**src/rtl/fetch_prefetch_stage.sv**
```systemverilog
// Instruction fetch stage: Wishbone classic master filling a prefetch FIFO,
// with bounded retry, sticky bus fault and jump-driven flush/abort.
module fetch_prefetch_stage #(
  parameter logic [31:0] RESET_PC    = 32'h0000_0000,
  parameter int          FETCH_DEPTH = 4,
  parameter int          MAX_RETRY   = 3
) (
  input  logic        clk,
  input  logic        rst,
  output logic [31:0] ADR_O,
  input  logic [31:0] DAT_I,
  output logic [31:0] DAT_O,
  output logic        WE_O,
  output logic        STB_O,
  output logic        CYC_O,
  output logic [2:0]  CTI_O,
  input  logic        ACK_I,
  input  logic        ERR_I,
  input  logic        RTY_I,
  output logic [31:0] ins_o,
  output logic [31:0] pc_o,
  output logic        valid_o,
  input  logic        ready_i,
  output logic        stall_o,
  input  logic        jmp_i,
  input  logic [31:0] jmp_addr_i,
  output logic        fault_o,
  output logic [31:0] fault_pc_o
);

  localparam int AW = (FETCH_DEPTH > 1) ? $clog2(FETCH_DEPTH) : 1;
  localparam int CW = AW + 1;
  localparam int RW = (MAX_RETRY > 0) ? $clog2(MAX_RETRY + 1) : 1;
  localparam logic [CW-1:0] DEPTH_C     = CW'(FETCH_DEPTH);
  localparam logic [RW-1:0] RETRY_MAX_C = RW'(MAX_RETRY);

  typedef enum logic [1:0] {
    IDLE    = 2'd0,
    REQ     = 2'd1,
    BACKOFF = 2'd2,
    FAULT   = 2'd3
  } state_t;

  state_t        state;
  state_t        state_next;
  logic [31:0]   fetch_pc;
  logic [CW-1:0] count;
  logic [CW-1:0] count_next;
  logic [AW-1:0] wr_ptr;
  logic [AW-1:0] rd_ptr;
  logic [RW-1:0] retry_cnt;
  logic          fault;
  logic [31:0]   fault_pc;
  logic [31:0]   pc_mem  [FETCH_DEPTH];
  logic [31:0]   ins_mem [FETCH_DEPTH];

  logic push;
  logic pop;
  logic rty_ok;
  logic take_fault;
  logic unused_jmp_bits;

  assign unused_jmp_bits = ^jmp_addr_i[1:0];

  // A jump masks every other event in its cycle, including any termination.
  always_comb begin
    push       = 1'b0;
    pop        = 1'b0;
    rty_ok     = 1'b0;
    take_fault = 1'b0;
    if (!jmp_i) begin
      pop  = (count != {CW{1'b0}}) && ready_i;
      if (state == REQ) begin
        push       = ACK_I;
        rty_ok     = RTY_I && (retry_cnt < RETRY_MAX_C);
        take_fault = ERR_I || (RTY_I && (retry_cnt >= RETRY_MAX_C));
      end else begin
        push = 1'b0;
      end
    end else begin
      pop = 1'b0;
    end
    count_next = count + CW'(push) - CW'(pop);
  end

  // Next-state logic; issue is gated on post-pop occupancy so a pop from a
  // full FIFO lets a new request start on the following cycle.
  always_comb begin
    state_next = state;
    if (jmp_i) begin
      state_next = IDLE;
    end else begin
      case (state)
        IDLE: begin
          if ((count_next < DEPTH_C) && !fault) state_next = REQ;
          else                                   state_next = IDLE;
        end
        REQ: begin
          if (push)            state_next = (count_next < DEPTH_C) ? REQ : IDLE;
          else if (rty_ok)     state_next = BACKOFF;
          else if (take_fault) state_next = FAULT;
          else                 state_next = REQ;
        end
        BACKOFF: state_next = REQ;
        FAULT:   state_next = FAULT;
        default: state_next = IDLE;
      endcase
    end
  end

  // State register.
  always_ff @(posedge clk or negedge rst) begin
    if (!rst) state <= IDLE;
    else      state <= state_next;
  end

  // Fetch address, FIFO pointers, retry counter and sticky fault.
  always_ff @(posedge clk or negedge rst) begin
    if (!rst) begin
      fetch_pc  <= RESET_PC;
      count     <= {CW{1'b0}};
      wr_ptr    <= {AW{1'b0}};
      rd_ptr    <= {AW{1'b0}};
      retry_cnt <= {RW{1'b0}};
      fault     <= 1'b0;
      fault_pc  <= 32'h0000_0000;
    end else if (jmp_i) begin
      fetch_pc  <= {jmp_addr_i[31:2], 2'b00};
      count     <= {CW{1'b0}};
      wr_ptr    <= {AW{1'b0}};
      rd_ptr    <= {AW{1'b0}};
      retry_cnt <= {RW{1'b0}};
      fault     <= 1'b0;
    end else begin
      count <= count_next;
      if (push) begin
        wr_ptr    <= wr_ptr + AW'(1);
        fetch_pc  <= fetch_pc + 32'd4;
        retry_cnt <= {RW{1'b0}};
      end else if (rty_ok) begin
        retry_cnt <= retry_cnt + RW'(1);
      end
      if (pop) rd_ptr <= rd_ptr + AW'(1);
      if (take_fault) begin
        fault    <= 1'b1;
        fault_pc <= fetch_pc;
      end
    end
  end

  // FIFO storage; contents are only observable through valid-gated outputs.
  always_ff @(posedge clk) begin
    if (push) begin
      pc_mem[wr_ptr]  <= fetch_pc;
      ins_mem[wr_ptr] <= DAT_I;
    end
  end

  assign ADR_O      = fetch_pc;
  assign STB_O      = (state == REQ);
  assign CYC_O      = (state == REQ);
  assign DAT_O      = 32'h0000_0000;
  assign WE_O       = 1'b0;
  assign CTI_O      = 3'b000;
  assign valid_o    = (count != {CW{1'b0}});
  assign stall_o    = !valid_o;
  assign ins_o      = valid_o ? ins_mem[rd_ptr] : 32'h0000_0000;
  assign pc_o       = valid_o ? pc_mem[rd_ptr] : 32'h0000_0000;
  assign fault_o    = fault;
  assign fault_pc_o = fault_pc;

endmodule

```
**config.mk**
```make
export PLATFORM = sky130hd
export DESIGN_NAME = fetch_prefetch_stage
export DESIGN_NICKNAME = d
export VERILOG_FILES = /design/src/rtl/fetch_prefetch_stage.sv
export SDC_FILE = /design/constraint.sdc
export NUM_CORES = 1
export LEC_CHECK = 0
export ABC_AREA = 1
export BUFFER_PORTS_ARGS = -buffer_cell sky130_fd_sc_hd__buf_2
export CORE_MARGIN = 2
export CORE_UTILIZATION = 35
export DETAILED_ROUTE_END_ITERATION = 8
export SLEW_MARGIN = 20
export SYNTH_ARGS = -nofsm -noshare
export SYNTH_HDL_FRONTEND = slang
export SYNTH_SLANG_ARGS = --single-unit
```
**constraint.sdc**
```tcl
create_clock -name clk -period 13 [get_ports clk]
set_clock_uncertainty 0.15 [all_clocks]
set_input_delay 0.65 -clock clk [delete_from_list [all_inputs] [get_ports clk]]
set_output_delay 0.65 -clock clk [all_outputs]
set_load 0.1 [all_outputs]
```
==> results.cfg <==
[critical_path]
setup.worst_path.class = reg -> out
timing.rr.start = count[1]
regToRegEndpoint = state[0]
ff2ff_setup_slack_ns = 9.65
cpMaxStageDelayCell = buf_4
max_stage_delay_ns = 0.65
crit_path_cell_trace = clkinv_2 > buf_4 > o21ai_0 > a21oi_1 > buf_2
critical_path.endpoint_type = primary output
timing.critical_path.required_ns = 12.20
crit_fanout = 70
worst-path-buf-inv = 3
cp_data_arrival_time_ns = 3.36
worstSetupStartpointType = register
critical_path.top_delay_family = buffers and inverters
worstRegToRegCells = 15

[floorplan]
core_area_mm2 = 0.0395
placement_rows = 73
num_io_pins = 240
die-width_um = 204
die_area_mm2 = 0.0415
die_y_um = 204
starting_utilization_of_the_core_area_pct = 35.3

[layout]
filler_cell_count_in_the_final_layout = 3804
antenna-diode-count = 0
multi_input_comb_area_mm2 = 0.00401
final_net_count = 1577
drive_gt1_share_pct = 20.9
fin_area_mm2 = 0.0164
final-seq-area_mm2 = 0.00925
most_common_library_cell_in_the_layout_ignoring_fill_and_taps = nor2_1
area_growth_syn_to_layout_pct = 17.5
finalNonFillerCells = 2049
layout.cells.most_common_list = nor2_1 (298), edfxtp_1 (248), nand2_1 (198)

[drt]
vias_per_cell = 4.73
drtIter0Drc = 594
drt_pre_antenna_iters = 5
post_drt_wl_per_cell_um = 17.4
remaining_drcs = 0
routed_wirelength_um = 35700
final_antenna_net_count = 0
routed-via-count = 9683

[global_route]
grt_pass1_wl_um = 54100
grt_use_total_pct = 17.2
grt_remaining_overflow = 0
first_global_vias = 9276
pin_count_of_the_biggest_net_entering_global_routing = 95
antenna_found_initial = 1

[timing]
setup_tns_ns = 0
setup_viol = 0
slew_headroom_pct = 27.9
fmax_mhz = 240
finalMaxSlewViolations = 0
final_period_minus_worst_setup_slack_ns = 4.16
final-hold-violation-count = 0
max_slew.worst_pin.slew_ns = 1.08
unrepaired_setup_endpoints_after_global_routing = no
timing.final.ws_setup_ns = 8.84
layout_worst_path_cycle_share_pct = 32.0

[synthesis]
synth_warnings = 0
synth-seq-cells = 320
synth_seq_area_share_pct = 66.3
synthesis.area_per_instance_um2 = 10.6
synthesized_area_fraction_occupied_by_ao_oa_aoi_and_oai_cells_pct = 9.77
synthSimpleGateAreaFrac_pct = 16.1
yosys.area_share.adder_pct = 0.861
synth.area.mux_share_pct = 0
post_synth_inst_count = 1319
largest_family_of_logic_cells_by_synthesized_area = simple AND/OR/NAND/NOR gates
synth_edf_count = 248
netlist_area_mm2 = 0.0139
postSynth.asyncResetShare_pct = 22.5
ys_dominant_reg_cell = edfxtp_1
yosys.area_share.xor_xnor_pct = 0.628
synth.lib_cells_used.distinct = 37

[outcome]
status = finished, final reports clean

[place]
dp.final_hpwl_um = 21400
port_buffer_count = 195
final_wtd_congestion = 0.839
dp.cells = 1984
dp_slack_ns = 9.31
placed_cell_area_mm2 = 0.0152

[clock_network]
clockBufferDepth = 3
tritoncts = yes
cts_setup_buffers = 0
cts-buffers-inserted = 36
sinks_on_clock_net = 320
insertion_delay_ns = 0.54
cts_root_buf = clkbuf_16
cts_htree_levels = 2
post_cts.resized_instances = 0
cts_hold_repair.buffers = 0
cts.clk_slew.worst_paths_ns = 0.06

[worst_hold_path]
hold_path_class = in -> async

[job]
cap_viol_max_count = 0
-- worst max path at each step --
stage	startpoint	to	slack (ns)	cells after the start
global placement	jmp_i	ins_mem[1][24]	9.33	6
floorplan	state[1]	ins_mem[0][0]	8.25	6
CTS	rd_ptr[0]	pc_o[3]	8.75	5
detailed placement	jmp_i	ins_mem[1][23]	9.31	6
finish	rd_ptr[0]	pc_o[3]	8.84	5
global route	rd_ptr[0]	ins_o[28]	8.53	5
-- final cells by class --
cell class              instances  area share, %
flip-flops and latches        320           56.5
inverters                      60           1.40
clock inverters                20           1.05
well taps                     525           4.01
clock buffers                  45           6.14
multi-input cells             873           24.5
repair buffers                206           6.46
-- layer usage --
layer | track usage, % | vias up | part of all wire [%]
met5 | 0 | - | 0.031
met4 | 5.19 | 2 | 2.5
met3 | 4.44 | 60 | 6.5
met2 | 28.6 | 288 | 47
met1 | 22.1 | 4611 | 44
li1 | - | 4722 | -
-- stage by stage --
stage                     hold WS [ns]  utilization (%)
after floorplan                  0.204                -
after global placement           0.301             38.4
after detailed placement         0.309             38.4
after CTS                        0.138             41.4
after global routing             0.149             41.4
final                            0.179             41.4
-- worst reg2reg max path, cell delays in order (launching register included) --
cell     delay [ns]
dfrtp_1        0.44
nor3_2         0.17
buf_4          0.70
nor2_1         0.15
inv_1          0.12
nor2_1         0.05
ha_1           0.30
inv_1          0.06
ha_1           0.13
inv_1          0.05
fa_1           0.37
xnor2_1        0.32
nand2_1        0.09
nand3_1        0.08
nand2_1        0.05
nor2_1         0.10
-- synthesized netlist by cell type (2+ instances only) --
| cell type | n | share of area [%] |
|---|---|---|
| a21oi_1 | 75 | 2.7 |
| buf_1 | 10 | 0.27 |
| buf_2 | 23 | 0.83 |
| buf_4 | 47 | 2.5 |
| buf_6 | 6 | 0.48 |
| clkbuf_1 | 21 | 0.57 |
| dfrtp_1 | 72 | 13 |
| edfxtp_1 | 248 | 53 |
| ha_1 | 8 | 0.72 |
| inv_1 | 53 | 1.4 |
| inv_2 | 5 | 0.13 |
| nand2_1 | 198 | 5.3 |
| nand2_2 | 6 | 0.27 |
| nand3_1 | 34 | 1.2 |
| nand4_1 | 2 | 0.090 |
| nor2_1 | 302 | 8.1 |
| nor2_2 | 6 | 0.27 |
| nor2_4 | 5 | 0.40 |
| nor3_1 | 4 | 0.14 |
| o211ai_1 | 5 | 0.27 |
| o21ai_0 | 141 | 5.1 |
| o21ai_1 | 3 | 0.11 |
| o21ai_2 | 21 | 1.3 |
| o21bai_1 | 3 | 0.16 |
| xnor2_1 | 4 | 0.25 |
| xor2_1 | 6 | 0.38 |
-- kinds of logic (layout without fill, tap and decap cells) --
family | after synthesis | count (layout)
AO/OA/AOI/OAI | 251 | 251
XOR/XNOR | 10 | 10
buffers and inverters | 167 | 331
AND/OR/NAND/NOR | 561 | 561
flip-flops | 320 | 320
adder cells (fa/ha/maj) | 9 | 9
other | 1 | 42
-- flip-flops by register name, summed over array words and instances (netlist names) --
name	cells
ins_mem	128
pc_mem	120
ADR_O	30
fault_pc_o	30
count	3
rd_ptr	2
retry_cnt	2
state	2
wr_ptr	2
fault_o	1
Power is not shown: default switching activity piles up to over one toggle a cycle in this logic, so the estimate is an artifact.
